[src/rtl/rdata_fwft.sv]
// First-word-fall-through output stage for the read side of an async FIFO.
// Pops words into a head/skid register pair and presents them on valid/ready with registered outputs.
module rdata_fwft #(
    parameter int DATASIZE = 8
) (
    input  logic                rclk,
    input  logic                rrst,
    input  logic                rempty,
    input  logic [DATASIZE-1:0] rdata,
    output logic                rinc,
    input  logic                rflush,
    output logic                rvalid,
    input  logic                rready,
    output logic [DATASIZE-1:0] rdout,
    output logic [1:0]          rcount
);

    typedef enum logic [1:0] {
        EMPTY = 2'd0,
        ONE   = 2'd1,
        TWO   = 2'd2
    } state_t;

    state_t              state_reg;
    state_t              state_next;
    logic [DATASIZE-1:0] head_reg;
    logic [DATASIZE-1:0] head_next;
    logic [DATASIZE-1:0] skid_reg;
    logic [DATASIZE-1:0] skid_next;
    logic                pop_in;
    logic                pop_out;

    // Pop decision deliberately ignores rready so the read pointer never sees a path from the consumer.
    assign rinc    = ~rempty & ~rrst & ~rflush & (state_reg != TWO);
    assign pop_in  = rinc;
    assign rvalid  = (state_reg != EMPTY);
    assign pop_out = rvalid & rready;
    assign rdout   = head_reg;
    assign rcount  = state_reg;

    always_comb begin
        state_next = state_reg;
        head_next  = head_reg;
        skid_next  = skid_reg;
        if (rflush) begin
            state_next = EMPTY;
        end else begin
            case (state_reg)
                EMPTY: begin
                    if (pop_in) begin
                        head_next  = rdata;
                        state_next = ONE;
                    end
                end
                ONE: begin
                    if (pop_in && pop_out) begin
                        head_next = rdata;
                    end else if (pop_in) begin
                        skid_next  = rdata;
                        state_next = TWO;
                    end else if (pop_out) begin
                        state_next = EMPTY;
                    end
                end
                TWO: begin
                    // No pop can happen here, so the skid word simply moves up to the head.
                    if (pop_out) begin
                        head_next  = skid_reg;
                        state_next = ONE;
                    end
                end
                default: begin
                    state_next = EMPTY;
                end
            endcase
        end
    end

    always_ff @(posedge rclk) begin
        if (rrst) begin
            state_reg <= EMPTY;
            head_reg  <= '0;
            skid_reg  <= '0;
        end else begin
            state_reg <= state_next;
            head_reg  <= head_next;
            skid_reg  <= skid_next;
        end
    end

endmodule

[config.mk]
export PLATFORM = sky130hd
export DESIGN_NAME = rdata_fwft
export DESIGN_NICKNAME = d
export VERILOG_FILES = /design/src/rtl/rdata_fwft.sv
export SDC_FILE = /design/constraint.sdc
export NUM_CORES = 1
export LEC_CHECK = 0
export BUFFER_PORTS_ARGS = -buffer_cell sky130_fd_sc_hd__buf_4
export CORE_MARGIN = 8
export CORE_UTILIZATION = 25
export DETAILED_ROUTE_END_ITERATION = 6
export PLACE_DENSITY = 0.55
export SLEW_MARGIN = 5
export SYNTH_ARGS = -nofsm -noshare
export SYNTH_HDL_FRONTEND = slang
export SYNTH_SLANG_ARGS = --single-unit
[constraint.sdc]
create_clock -name rclk -period 1.45 [get_ports rclk]
set_input_delay 0.145 -clock rclk [delete_from_list [all_inputs] [get_ports rclk]]
set_output_delay 0.145 -clock rclk [all_outputs]
set_load 0.05 [all_outputs]
# Word-level counts from Yosys, hierarchy flattened
# Index checks and enable logic that the tools add are counted.
dict set report totals {
  output_inout_bits 12
  in_bits 13
  reg_bits 18
}
dict set report classes {
  n_reduce_logical 8
  muxes 10
  eq_ne 8
  n_bitwise 8
}
# cell n
set ops {}
lappend ops {{two-way mux 8 bit} 3}
lappend ops {{case mux 8 bit (3 select lines)} 1}
lappend ops {{two-way mux 2 bit} 5}
lappend ops {{!= test 2 bit (second input constant)} 5}
lappend ops {{AND reduction 4 bit} 2}
lappend ops {{case mux 2 bit (3 select lines)} 1}
lappend ops {{AND reduction 5 bit} 1}
lappend ops {{AND 1 bit} 4}
lappend ops {{NOT 1 bit} 4}
lappend ops {{!= test 3 bit (second input constant)} 1}
lappend ops {{nonzero test 3 bit} 1}
lappend ops {{equality test 2 x 1 -> 1 bit (second input constant)} 1}
lappend ops {{equality test 2 bit (second input constant)} 1}
lappend ops {{zero test 2 bit} 1}
lappend ops {{nonzero test 2 bit} 1}
lappend ops {{OR reduction 2 bit} 1}
lappend ops {{logical AND 1 bit} 1}

# Logic depth before layout (Yosys ltp)
dict set report logic_depth {
  ltp_word 7
  mapped_depth 5
  depth_no_buf 3
}

# Worst setup path before layout
# No wires, ideal clock.
dict set report synth_path {
  path_kind {register -> output}
  from {register state_reg[0] (netlist: rcount[0])}
  to {output rinc}
  path_stages_with_launch 4
  required_time_ns 1.305
  path_buffers 1
  slack_ns -0.275
  arrival_time_ns 1.580
  path_cell_list {dfxtp_1 -> nand2b_1 -> buf_2 -> and2_1}
}
dict set report synth_via {
  elab_chain_len 2
}
# item line_no
set synth_lines {}
lappend synth_lines {{start: declaration} 24} ;# state_t state_reg;
lappend synth_lines {{start signal: assignment} 85} ;# state_reg <= state_next;
lappend synth_lines {{!= test 2 bit} 34} ;# assign rinc = ~rempty & ~rrst & ~rflush & (state_reg != TWO);
lappend synth_lines {{AND 1 bit} 34}
lappend synth_lines {{end: declaration} 10} ;# output logic rinc,
# Every way passes these cells.

# Worst setup path in the final report
# Same ends and word-level chain as after synthesis.

==> reports/metrics.cfg <==
[layout]
synthToLayoutAreaGrowth_pct=35.2
fill_cells=402
antenna_cells=0
num-nets-final=137
final_area_um2=1270
seqCellArea_um2=368
final_core_utilization_pct=35.0
fin_cells=171
final_cell_mix=buf_4 (30), dfxtp_1 (16), a21oi_1 (10)
multi_input_area_um2=539
drive_gt1_share_pct=43.9
final_common_cell=buf_4

[grt]
grt_max_degree=14
met2_usage_pct=13.6
grt_overflow=0
track_usage_pct=8.83
grt_pass1_wl_um=4370
antenna_found_initial=0
busiest_layer=met2
grt_pass1_vias=867
grtUsageMet1_pct=11.6
grt_use_met3_pct=1.75

[worst_hold_path]
min_path_type=primary input to flip-flop
holdPathStages=2
hold_path_startpoint=rready
hold_end=rcount[1]$_SDFFE_PP0P_

[synthesis]
yosysSeqAreaShare_pct=38.3
netlist_area_um2=940
syn_inst=95
ys_types=26
ys_ff_latch=18
yosys_warnings=0
syn_nets=108
synth_area_per_cell_um2=9.89

[placed_design]
placed_cells=166
place_area_um2=1190
gp_congestion=0.725
detailed_place_hpwl_um=1950
place_ws_ps=161
io_buffer_count=24

[timing]
max_freq_mhz=711
setup_viol=0
hold_viol_final=0
tightest_slew_ps=381
maxSlewHeadroom_pct=74.6
clock_skew_ps=3.47
holdWs_ps=102
grt_setup_unrepaired=false
slew_violations=0
timing.final.ws_setup_ps=43.3
post-route-period-util_pct=97.0
period_minus_slack_ps=1410
tns_ps=0

[clock_tree]
clk_path_buf_depth=2
cts_made_buffers=3
cts_tree=done
insertion_delay_ps=250
cts_max_level=1
cts_sinks=18
cts_root_buffer=clkbuf_8
clkTransAtPathRegs_ps=70
holdBufCountCts=0

[worst_setup_path]
critical_path.top_delay_family=flip-flops
rrSetupSlack_ps=140
crit_buf_inv=2
worstSetupEndpointType=output port
rr_startpoint=rcount[1]$_SDFFE_PP0P_
critPathKind=flip-flop to output port
cpMaxStageDelayCell=dfxtp_4
r2r_cells=3
critPathLaunchType=flip-flop
startpoint=rcount[0]$_SDFFE_PP0P_
r2r_end=skid_reg[6]$_SDFFE_PP0P_
crit_chain=nand2b_1, buf_6, and2_2, buf_6
crit_required_ps=1310
crit_path_max_incr_delay_ps=370
crit_top_cell=buf_6
crit_path_max_fanout=9
crit_cells=4
crit_arrival_ps=1260

[drt]
wl_per_cell_um=15.5
dr.first_iter.drc_count=109
firstDrtPassIters=4
routed_wl_um=2640
drc=0
ant_nets=0
via_count=838
post_drt_via_cell_ratio=4.90

[power_and_ir_drop]
power_mw=1.16
p_per_area_nw_per_um2=916
vdd_drop_max_uv=389
p_leak_nw=0.511

[flow_run]
cap_violations=0

[floorplanning]
fp-row-count=22
core_area_um2=3630
die_h_um=77.3
start_util_pct=25.9
dieArea_um2=5980
fp.dieW_um=77.3
ios=25

[status]
status=finished, final reports clean

logic make-up after synthesis:
family                 Yosys count  share of synthesized area [%]
AND/OR/NAND/NOR                 24                           18.1
AO/OA/AOI/OAI                   37                           30.6
multiplexers                     8                           8.52
buffers and inverters            8                           4.39
flip-flops                      18                           38.3
synthesized netlist by cell type:
master / count / share of area (%)
nand2_1: 1 / 0.40
a211oi_1: 8 / 6.4
dfxtp_1: 18 / 38
clkbuf_1: 2 / 0.80
nand3b_1: 1 / 0.80
o21a_1: 1 / 0.80
a211oi_2: 8 / 11
or3b_1: 2 / 1.9
nor4bb_1: 1 / 1.1
nor3_2: 1 / 1.1
nand3_1: 8 / 4.3
nor2_1: 1 / 0.40
buf_1: 2 / 0.80
a21oi_1: 10 / 5.3
a21o_4: 1 / 1.6
o21ai_1: 8 / 4.3
and2_1: 1 / 0.67
nor4_4: 1 / 2.3
mux2i_1: 8 / 8.5
nand2b_1: 3 / 2.0
or2_2: 2 / 1.3
a2111oi_2: 1 / 1.6
buf_6: 1 / 1.2
nor3b_2: 1 / 1.3
or3_1: 1 / 0.67
buf_2: 3 / 1.6
cell type report:
class | count | area share (%)
clock buffer | 4 | 4.33
multi-input combinational | 69 | 42.5
sequential | 18 | 29.0
tap | 48 | 4.73
timing repair buffer | 32 | 19.5
per-layer routing:
metal | wire length [um] | share of wire [%] | vias to the layer above
met4 | 34 | 1.3 | 0
met2 | 1180 | 45 | 31
met5 | 0 | 0 | -
met3 | 138 | 5.2 | 2
met1 | 1290 | 49 | 388
li1 | - | - | 417
where the power goes:
part / internal, mW / switching, mW / leakage [nW]
logic: 0.0886 / 0.142 / 0.335
registers: 0.507 / 0.0112 / 0.148
clock network: 0.241 / 0.173 / 0.0288
total: 0.837 / 0.327 / 0.511
worst max-delay path by stage:
stage / end / slack [ps]
final: rinc / 40
after global routing: rinc / 2
after CTS: rinc / 20
after detailed placement: rdout[0]$_SDFFE_PP0P_ / 160
after global placement: rdout[3]$_SDFFE_PP0P_ / 170
after floorplan: skid_reg[0]$_SDFFE_PP0P_ / 40
timing repair:
action	CTS	global route
pin swaps	0	0
endpoints found under the hold margin	0	0
setup endpoints to repair	1	1
setup buffers	0	1
gates resized for setup	3	1
Power figures use the tool's default switching activity.
